`src/rtl/mac_pkg.sv`:
```
// ============================================================================
// Module : mac_pkg
// Brief  : Shared helpers and types for the mac_stream multiply-accumulate slice.
// Rev    : 1.0  initial release
// ============================================================================
`default_nettype none

package mac_pkg;

    // Products are carried at this fixed width, sign- or zero-extended.
    // OUT_W must not exceed it.
    localparam int MAC_PROD_MAX_W = 64;

    function automatic int mac_clog2(input int value);
        int r;
        r = 0;
        while ((1 << r) < value) begin
            r = r + 1;
        end
        return r;
    endfunction

    function automatic int mac_out_w(input int data_w, input int acc_len);
        return 2 * data_w + mac_clog2(acc_len);
    endfunction

    typedef struct packed {
        logic [MAC_PROD_MAX_W-1:0] prod;
        logic                      valid;
    } mac_stage_t;

endpackage

`default_nettype wire

```
`src/rtl/mac_pair_fifo.sv`:
```
// ============================================================================
// Module : mac_pair_fifo
// Brief  : Per-channel operand buffer with registered ready and no fall-through.
// Rev    : 1.0  initial release
// ============================================================================
`default_nettype none

module mac_pair_fifo
    import mac_pkg::*;
#(
    parameter int WIDTH = 4,
    parameter int DEPTH = 4
) (
    input  logic             clk,
    input  logic             reset,
    input  logic [WIDTH-1:0] push_data,
    input  logic             push_valid,
    input  logic             pop,
    output logic [WIDTH-1:0] head,
    output logic             empty,
    output logic             ready
);

    localparam int AW = mac_clog2(DEPTH);
    localparam logic [AW:0] FULL_COUNT = (AW + 1)'(DEPTH);

    logic [WIDTH-1:0] mem [DEPTH];
    logic [AW-1:0]    wr_ptr;
    logic [AW-1:0]    rd_ptr;
    logic [AW:0]      count;
    logic [AW:0]      count_next;
    logic             push;
    logic             full;

    assign push  = push_valid & ready;
    assign empty = (count == '0);
    assign full  = (count == FULL_COUNT);
    assign head  = mem[rd_ptr];

    always_comb begin
        count_next = count;
        if (push && !pop) begin
            count_next = count + 1'b1;
        end else if (pop && !push) begin
            count_next = count - 1'b1;
        end
    end

    // A slot freed from full is advertised one edge later, so ready is
    // guaranteed low for every cycle the buffer is full.
    always_ff @(posedge clk or posedge reset) begin
        if (reset) begin
            wr_ptr <= '0;
            rd_ptr <= '0;
            count  <= '0;
            ready  <= 1'b1;
        end else begin
            if (push) begin
                wr_ptr <= wr_ptr + 1'b1;
            end
            if (pop) begin
                rd_ptr <= rd_ptr + 1'b1;
            end
            count <= count_next;
            ready <= !full && (count_next != FULL_COUNT);
        end
    end

    always_ff @(posedge clk) begin
        if (push) begin
            mem[wr_ptr] <= push_data;
        end
    end

endmodule

`default_nettype wire

```
`src/rtl/mac_stream.sv`:
```
// ============================================================================
// Module : mac_stream
// Brief  : Paired-stream multiply-accumulate, one result per ACC_LEN pairs.
//          MAC_SIGNED_EN selects two's-complement operands (default unsigned).
// Rev    : 1.0  initial release
// ============================================================================
`default_nettype none

module mac_stream
    import mac_pkg::*;
#(
    parameter  int DATA_W    = 4,
    parameter  int ACC_LEN   = 8,
    parameter  int BUF_DEPTH = 4,
    localparam int OUT_W     = mac_out_w(DATA_W, ACC_LEN)
) (
    input  logic              clk,
    input  logic              reset,
    input  logic [DATA_W-1:0] in_a,
    input  logic              in_valid_a,
    output logic              in_ready_a,
    input  logic [DATA_W-1:0] in_b,
    input  logic              in_valid_b,
    output logic              in_ready_b,
    output logic [OUT_W-1:0]  mac_out,
    output logic              out_valid,
    output logic              overflow
);

    localparam int              CNT_W = mac_clog2(ACC_LEN);
    localparam logic [CNT_W-1:0] LAST = CNT_W'(ACC_LEN - 1);

    logic [DATA_W-1:0]         head_a;
    logic [DATA_W-1:0]         head_b;
    logic                      empty_a;
    logic                      empty_b;
    logic                      pop;
    logic [2*DATA_W-1:0]       a_ext;
    logic [2*DATA_W-1:0]       b_ext;
    logic [2*DATA_W-1:0]       prod_raw;
    logic [MAC_PROD_MAX_W-1:0] prod_ext;
    mac_stage_t                stage;
    logic [OUT_W-1:0]          acc;
    logic [OUT_W-1:0]          acc_sum;
    logic [CNT_W-1:0]          cnt;

    mac_pair_fifo #(.WIDTH(DATA_W), .DEPTH(BUF_DEPTH)) u_fifo_a (
        .clk        (clk),
        .reset      (reset),
        .push_data  (in_a),
        .push_valid (in_valid_a),
        .pop        (pop),
        .head       (head_a),
        .empty      (empty_a),
        .ready      (in_ready_a)
    );

    mac_pair_fifo #(.WIDTH(DATA_W), .DEPTH(BUF_DEPTH)) u_fifo_b (
        .clk        (clk),
        .reset      (reset),
        .push_data  (in_b),
        .push_valid (in_valid_b),
        .pop        (pop),
        .head       (head_b),
        .empty      (empty_b),
        .ready      (in_ready_b)
    );

    assign pop = ~empty_a & ~empty_b;

    // The low 2*DATA_W bits of the product are identical for signed and
    // unsigned operands once extended; only the extension differs.
`ifdef MAC_SIGNED_EN
    assign a_ext    = {{DATA_W{head_a[DATA_W-1]}}, head_a};
    assign b_ext    = {{DATA_W{head_b[DATA_W-1]}}, head_b};
    assign prod_raw = a_ext * b_ext;
    assign prod_ext = MAC_PROD_MAX_W'($signed(prod_raw));
`else
    assign a_ext    = {{DATA_W{1'b0}}, head_a};
    assign b_ext    = {{DATA_W{1'b0}}, head_b};
    assign prod_raw = a_ext * b_ext;
    assign prod_ext = MAC_PROD_MAX_W'(prod_raw);
`endif

    always_ff @(posedge clk or posedge reset) begin
        if (reset) begin
            stage <= '0;
        end else begin
            stage.valid <= pop;
            stage.prod  <= prod_ext;
        end
    end

    assign acc_sum = acc + OUT_W'(stage.prod);

    // The last product of a group loads the result and clears the
    // accumulator in the same edge, so groups run back to back.
    always_ff @(posedge clk or posedge reset) begin
        if (reset) begin
            acc       <= '0;
            cnt       <= '0;
            mac_out   <= '0;
            out_valid <= 1'b0;
        end else begin
            out_valid <= 1'b0;
            if (stage.valid) begin
                if (cnt == LAST) begin
                    mac_out   <= acc_sum;
                    out_valid <= 1'b1;
                    acc       <= '0;
                    cnt       <= '0;
                end else begin
                    acc <= acc_sum;
                    cnt <= cnt + 1'b1;
                end
            end
        end
    end

    always_ff @(posedge clk or posedge reset) begin
        if (reset) begin
            overflow <= 1'b0;
        end else if ((in_valid_a && !in_ready_a) || (in_valid_b && !in_ready_b)) begin
            overflow <= 1'b1;
        end
    end

endmodule

`default_nettype wire

```
`config.mk`:
```
export PLATFORM = sky130hd
export DESIGN_NAME = mac_stream
export DESIGN_NICKNAME = d
export VERILOG_FILES = /design/src/rtl/mac_pkg.sv /design/src/rtl/mac_pair_fifo.sv /design/src/rtl/mac_stream.sv
export SDC_FILE = /design/constraint.sdc
export NUM_CORES = 1
export LEC_CHECK = 0
export ABC_AREA = 1
export CORE_MARGIN = 2
export CORE_UTILIZATION = 55
export DETAILED_ROUTE_END_ITERATION = 7
export GPL_TIMING_DRIVEN = 0
export PLACE_DENSITY = 0.75
export SLEW_MARGIN = 20
export SYNTH_ARGS = -nofsm -noshare
export SYNTH_HDL_FRONTEND = slang
export SYNTH_HIERARCHICAL = 1
export SYNTH_SLANG_ARGS = --single-unit
```
`constraint.sdc`:
```
create_clock -name clk -period 4.42 [get_ports clk]
set_input_delay 1.326 -clock clk [delete_from_list [all_inputs] [get_ports clk]]
set_output_delay 1.326 -clock clk [all_outputs]
set_load 0.02 [all_outputs]
```
After elaboration in Yosys (flattened, before gate mapping)
Memory sizes are Yosys's and may differ from the RTL's.
Cells that the tools add are included.
{ "totals": {"mem_bits_rw": 32, "n_memories": 2, "ff_bits": 52, "elab_cells": 69, "input_bits": 12, "out_inout_bits": 15} }
{ "classes": {"addsub": 10, "n_mux": 12, "mul": 1, "n_eq_ne": 5, "bitwise": 5, "reduce_logical": 19} }
{ "mem_list": {"columns": ["memory", "depth", "word_bits", "rd", "rd_clocked_by_memory_dff", "write_ports", "line_no", "source"], "rows": [
  ["u_fifo_a.mem", 4, 4, 1, 0, 1, "mac_pair_fifo.sv:27", "logic [WIDTH-1:0] mem [DEPTH];"],
  ["u_fifo_b.mem", 4, 4, 1, 0, 1, "mac_pair_fifo.sv:27", null]
]} }
{ "ops": {"columns": ["operator", "count"], "rows": [
  ["3-bit two-way mux", 5],
  ["11-bit by 8-bit adder with 11-bit output", 1],
  ["11-bit two-way mux", 1],
  ["3-bit by 1-bit adder with 3-bit output (second input constant)", 3],
  ["3-bit equality test (second input constant)", 3],
  ["2-bit by 1-bit adder with 2-bit output (second input constant)", 4],
  ["1-bit logical AND", 8],
  ["4-bit by 4-bit multiplier with 8-bit output", 1],
  ["1-bit zero test", 7],
  ["3-bit zero test", 2],
  ["1-bit two-way mux", 6],
  ["3-bit inequality test (second input constant)", 2],
  ["3-bit by 1-bit subtractor with 3-bit output (second input constant)", 2],
  ["1-bit AND", 3],
  ["1-bit NOT", 2],
  ["2-bit AND reduction", 1],
  ["1-bit logical OR", 1]
]} }

Logic depth before layout (Yosys ltp)
{ "depth": {"depth_word": 8, "depth_mapped": 13, "depth_no_buf": 13} }

Modules after synthesis
Netlist, hierarchy kept.
{ "by_module_without_submodules": {"columns": ["module", "cells_each", "area_per_inst_um2", "seq_area_each_um2", "instances"], "rows": [
  ["mac_pair_fifo", 103, 1099.8, 681.9, 2],
  ["mac_stream", 273, 2195.9, 900.9, 1]
]} }

Worst setup path before layout
OpenSTA, ideal clock, no wires.
{ "synth_path": {"path_kind": "reg-to-reg", "start": "reg u_fifo_b.rd_ptr[0]", "end": "reg stage[7] in the netlist's numbering", "setup_time_ns": 0.123, "path_slack_ns": 1.369, "path_stages_with_launch": 13, "required_time_ns": 4.297, "arrival_time_ns": 2.928, "n_path_buf": 1, "period_less_slack_ns": 3.051, "path_cell_list": "dfrtp_1 > buf_2 > o21ai_0 > o22ai_1 > nand2_1 > fa_1 > inv_1 > fa_1 > inv_1 > fa_1 > o21ai_0 > a21oi_1 > xnor2_1"} }
{ "synth_between": {"elab_chain_len": 2} }
{ "synth_rtl": {"columns": ["element", "line_no", "source"], "rows": [
  ["start: declaration", "mac_pair_fifo.sv:29", "logic [AW-1:0] rd_ptr;"],
  ["start signal: assignment", "mac_pair_fifo.sv:62", "rd_ptr <= rd_ptr + 1'b1;"],
  ["memory read 4 x 4 bit", null, null],
  ["net head_b[3]", "mac_stream.sv:34", "logic [DATA_W-1:0] head_b;"],
  ["4-bit by 4-bit multiplier with 8-bit output", "mac_stream.sv:81", "assign prod_raw = a_ext * b_ext;"],
  ["net prod_raw[6]", "mac_stream.sv:40", "logic [2*DATA_W-1:0] prod_raw;"],
  ["end: declaration", "mac_stream.sv:42", "mac_stage_t stage;"]
]} }
The timed path passes the listed nets, and every way through them passes these cells.
A chain may end at the register's enable or synchronous reset.

Worst setup path in the final report
Same ends and word-level chain as after synthesis.

==> PnR_summary.wiki <==
{| class="wikitable"
! Metric !! Value
|-
| Final Max Tran Viols || 0
|-
| Final weighted congestion in routability-driven placement || 0.866
|-
| Initial antenna violation count || 0
|-
| Final setup viols || 0
|-
| Max Clk Rate || 294 MHz
|-
| Share of layout cells above drive strength 1 || 0.0672
|-
| Largest family of logic cells by synthesized area || simple AND/OR/NAND/NOR gates
|-
| Post-synthesis area per instance || 9.18 um^2
|-
| Result of the run || complete, no violations
|-
| End of the worst register-to-register path || stage[7]
|-
| Sequential-to-total area share from yosys stat || 0.515
|-
| Total of flip-flops plus latches after synthesis || 84
|-
| Number of global-route vias before repair || 3278
|-
| Sum of overflow across all layers after global routing || 0
|-
| Clock insertion delay at the later pin of the skew report || 370 ps
|-
| Number of nets produced by synthesis || 532
|-
| Startpoint of the most critical register-to-register path || u_fifo_b/rd_ptr[0]
|-
| Data required time at the worst endpoint || 4680 ps
|-
| H-tree depth reported by CTS || 3
|-
| Global-route wire length before repair || 14.3 mm
|-
| Number of buffers created by CTS || 9
|-
| Placement row count || 32
|-
| Worst Hold Launch || mac_out[8]
|-
| Crit path DAT || 3660 ps
|-
| Pwr Total || 4.20 mW
|-
| Floorplan die height || 93.4 um
|-
| Static power due to leakage || 2.51 nW
|-
| Netlist area before placement || 4400 um^2
|-
| Post-Synthesis Cells || 479
|-
| Overall routed net length || 7.97 mm
|-
| Worst vdd rail ir drop || 374 uV
|-
| Kind of end point of the critical path || register
|-
| CTS clock-pin slew for the worst setup and hold paths || 90 ps
|-
| Post-route DRC violation count || 0
|-
| Initial standard-cell utilization of the core || 0.569
|-
| Max-capacitance violation count || 0
|-
| Post-Synth XOR/XNOR Area || 0.0259
|-
| Core area || 7730 um^2
|-
| Clock sink count || 84
|-
| CTS tree || built
|-
| Fraction of synthesized area in multiplexers || 0
|-
| Period utilization || 0.771
|-
| Buffers inserted by post-CTS timing repair || 0
|-
| Min cycle time layout || 3410 ps
|-
| Total number of vias || 3189
|-
| Reg2Reg Setup Slack || 1010 ps
|-
| Transition time of the tightest slew-check pin || 967 ps
|-
| Most used cell, CP || fa_1
|-
| Max-Slew Margin vs Limit || 0.353
|-
| CTS Buffer Depth || 2
|-
| Unrepaired setup endpoints after global routing || no
|-
| Final TNS setup || 0 ps
|-
| Critical path launch point type || register
|-
| Number of diodes || 0
|-
| Die span in x || 93.4 um
|-
| Critical-path cell list || buf_2, o21ai_0, o22ai_1, nand2_1, fa_1, inv_1, fa_1, inv_1, fa_1, o21ai_0, a21oi_1, xnor2_1
|-
| Maximum number of pins on one net before global-route repair || 37
|-
| Layout Area Growth over Synthesis || 13.9%
|-
| Cell depth of the worst hold path || 2
|-
| Buffers on Ports || 26
|-
| Wire length per cell after detailed routing || 12.8 um
|-
| Crit path largest cell delay || 560 ps
|-
| Number of buffer and inverter stages on the critical path || 3
|-
| Total count of hold-check failures in the final report || 0
|-
| First-iteration detailed-routing DRC count || 217
|-
| Mean number of vias per cell || 5.12
|-
| Buffer type at the clock tree root || clkbuf_8
|-
| Overall die area || 8720 um^2
|-
| Overall routing resource usage || 0.212
|-
| Synth Area in Adders || 0.125
|-
| Synthesis Warnings || 6
|-
| Post-cts gate resize count || 0
|-
| Library cells used by synthesis || 30
|-
| Layout net count || 569
|-
| Length in cells of the worst reg-to-reg path || 12
|-
| Cell family with the largest share of critical-path delay || adder cells
|-
| Half-perimeter wire length after placement || 5.93 mm
|-
| Top-level I/O count || 27
|-
| Worst hold endpoint || mac_out[8]
|-
| Highest net fanout along the worst path || 10
|-
| Fraction of the mapped netlist area in compound gates || 0.0595
|-
| Worst Hold Class || register to register
|-
| Hold buffers post-CTS || 0
|-
| Worst setup path class || register to register
|-
| Max Clock Skew || 9.33 ps
|-
| DRT antenna net count || 0
|-
| Synthesized-area fraction occupied by and/or/nand/nor cells || 0.208
|-
| Detailed Routing Iterations Pass 1 || 4
|-
| PwrDens || 838 nW/um^2
|-
| Critical Path Slowest Stage Cell || fa_1
|}
-- cells in the mapped netlist --
| cell type | instances | area (um^2) |
|---|---|---|
| nand2_1 | 126 | 473 |
| inv_1 | 68 | 255 |
| dfrtp_1 | 50 | 1250 |
| nor2_1 | 41 | 154 |
| ha_1 | 36 | 450 |
| edfxtp_1 | 32 | 961 |
| nand3_1 | 30 | 150 |
| o21ai_0 | 19 | 95.1 |
| o21ai_1 | 10 | 50.1 |
| a21oi_1 | 9 | 45.0 |
| xor2_1 | 9 | 78.8 |
| o22ai_1 | 8 | 50.1 |
| nand4_1 | 6 | 37.5 |
| fa_1 | 5 | 100 |
| nand2_2 | 5 | 31.3 |
| xnor2_1 | 4 | 35.0 |
| buf_2 | 3 | 15.0 |
| inv_2 | 3 | 11.3 |
| dfstp_2 | 2 | 52.6 |
| nand2_4 | 2 | 22.5 |
| or2_1 | 2 | 12.5 |
| a21boi_0 | 1 | 7.51 |
| a31oi_1 | 1 | 6.26 |
| clkbuf_1 | 1 | 3.75 |
| clkinv_1 | 1 | 3.75 |
| nand3_2 | 1 | 10.0 |
| nand3b_1 | 1 | 7.51 |
| nor2_2 | 1 | 6.26 |
| nor2_4 | 1 | 11.3 |
| o21bai_1 | 1 | 7.51 |
-- worst max-delay path by stage --
stage	from	to	slack (ps)	cells after the start
after floorplan	u_fifo_b/rd_ptr[0]	stage[7]	1370	12
after global placement	u_fifo_a/rd_ptr[0]	stage[7]	1080	12
after detailed placement	u_fifo_a/rd_ptr[0]	stage[7]	1050	12
after CTS	u_fifo_a/rd_ptr[1]	stage[7]	1020	12
after global routing	u_fifo_a/rd_ptr[0]	stage[7]	740	12
final	u_fifo_b/rd_ptr[0]	stage[7]	1010	12
-- kinds of logic (layout without fill, tap and decap cells) --
logic type / Yosys count / after routing
compound gates: 49 / 49
buf+inv: 76 / 118
fa+ha+maj: 41 / 41
flops: 84 / 84
xor+xnor: 13 / 13
simple gates: 216 / 216
-- sequential cells by signal, summed over array words and instances, names as in the netlist --
name / cells
cnt: 3
u_fifo_b/rd_ptr: 2
u_fifo_a/rd_ptr: 2
mac_out: 11
out_valid: 1
u_fifo_a/wr_ptr: 2
u_fifo_b/wr_ptr: 2
u_fifo_a/ready: 1
stage: 9
u_fifo_a/mem: 16
acc: 11
overflow: 1
u_fifo_a/count: 3
u_fifo_b/count: 3
u_fifo_b/mem: 16
u_fifo_b/ready: 1
-- cells in the final DEF, fill, tap and decap left out --
| cell | synthesis | final |
|---|---|---|
| nand2_2 | 5 | 5 |
| nor2_2 | 1 | 1 |
| xnor2_1 | 4 | 4 |
| nand2_4 | 2 | 2 |
| clkbuf_1 | 1 | 1 |
| o21bai_1 | 1 | 1 |
| or2_1 | 2 | 2 |
| clkdlybuf4s50_1 | 0 | 26 |
| xor2_1 | 9 | 9 |
| dfstp_2 | 2 | 2 |
| ha_1 | 36 | 36 |
| nand2_1 | 126 | 126 |
| clkbuf_8 | 0 | 9 |
| fa_1 | 5 | 5 |
| inv_1 | 68 | 67 |
| nor2_1 | 41 | 41 |
| o21ai_0 | 19 | 19 |
| edfxtp_1 | 32 | 32 |
| dfrtp_1 | 50 | 50 |
| nand3_1 | 30 | 30 |
| inv_6 | 0 | 2 |
| nand3b_1 | 1 | 1 |
| nand4_1 | 6 | 6 |
| a21oi_1 | 9 | 9 |
| o21ai_1 | 10 | 10 |
| o22ai_1 | 8 | 8 |
| nor2_4 | 1 | 1 |
| clkinv_2 | 0 | 1 |
| clkinv_1 | 1 | 1 |
| clkinvlp_4 | 0 | 2 |
| inv_2 | 3 | 4 |
| buf_2 | 3 | 3 |
| a21boi_0 | 1 | 1 |
| a31oi_1 | 1 | 1 |
| nand3_2 | 1 | 1 |
| bufinv_16 | 0 | 2 |
-- worst register-to-register path: stages, from the launching register on --
cell     delay [ps]
dfrtp_1         360
buf_2           220
o21ai_0         120
o22ai_1         380
nand2_1         140
fa_1            510
inv_1            50
fa_1            560
inv_1            60
fa_1            450
o21ai_0         200
a21oi_1         110
xnor2_1         130
-- metrics by stage --
stage / hold slack, ps / cells / worst slack (ps) / utilization / area, um^2
after global routing: 505 / 623 / 738 / 0.648 / 5000
after global placement: 458 / 607 / 1080 / 0.619 / 4780
after floorplan: 446 / 479 / 1370 / - / 4400
final: 485 / 623 / 1010 / 0.648 / 5000
after detailed placement: 465 / 607 / 1050 / 0.619 / 4780
after CTS: 490 / 623 / 1020 / 0.648 / 5000
-- where the power goes --
| group | internal [mW] | switching, mW | total, mW | leakage, nW |
|---|---|---|---|---|
| clock | 0.321 | 0.291 | 0.612 | 0.106 |
| combinational | 0.888 | 1.41 | 2.30 | 1.48 |
| sequential | 1.12 | 0.165 | 1.28 | 0.923 |
-- layer usage --
metal	vias to the layer above	track usage	wire [um]
li1	1611	-	-
met5	-	0	0
met2	46	0.369	3970
met1	1515	0.251	3580
met4	0	0.0833	143
met3	17	0.0532	271
-- layout make-up --
| class | instances | area (um^2) |
|---|---|---|
| Fill cell | 649 | 2720 |
| Sequential cell | 84 | 2260 |
| Multi-Input combinational cell | 319 | 1840 |
| Inverter | 72 | 270 |
| Timing Repair Buffer | 26 | 260 |
| Tap cell | 102 | 128 |
| Clock buffer | 9 | 124 |
| Clock inverter | 7 | 97.6 |
| Buffer | 4 | 18.8 |
(Power assumes the default switching activity.)
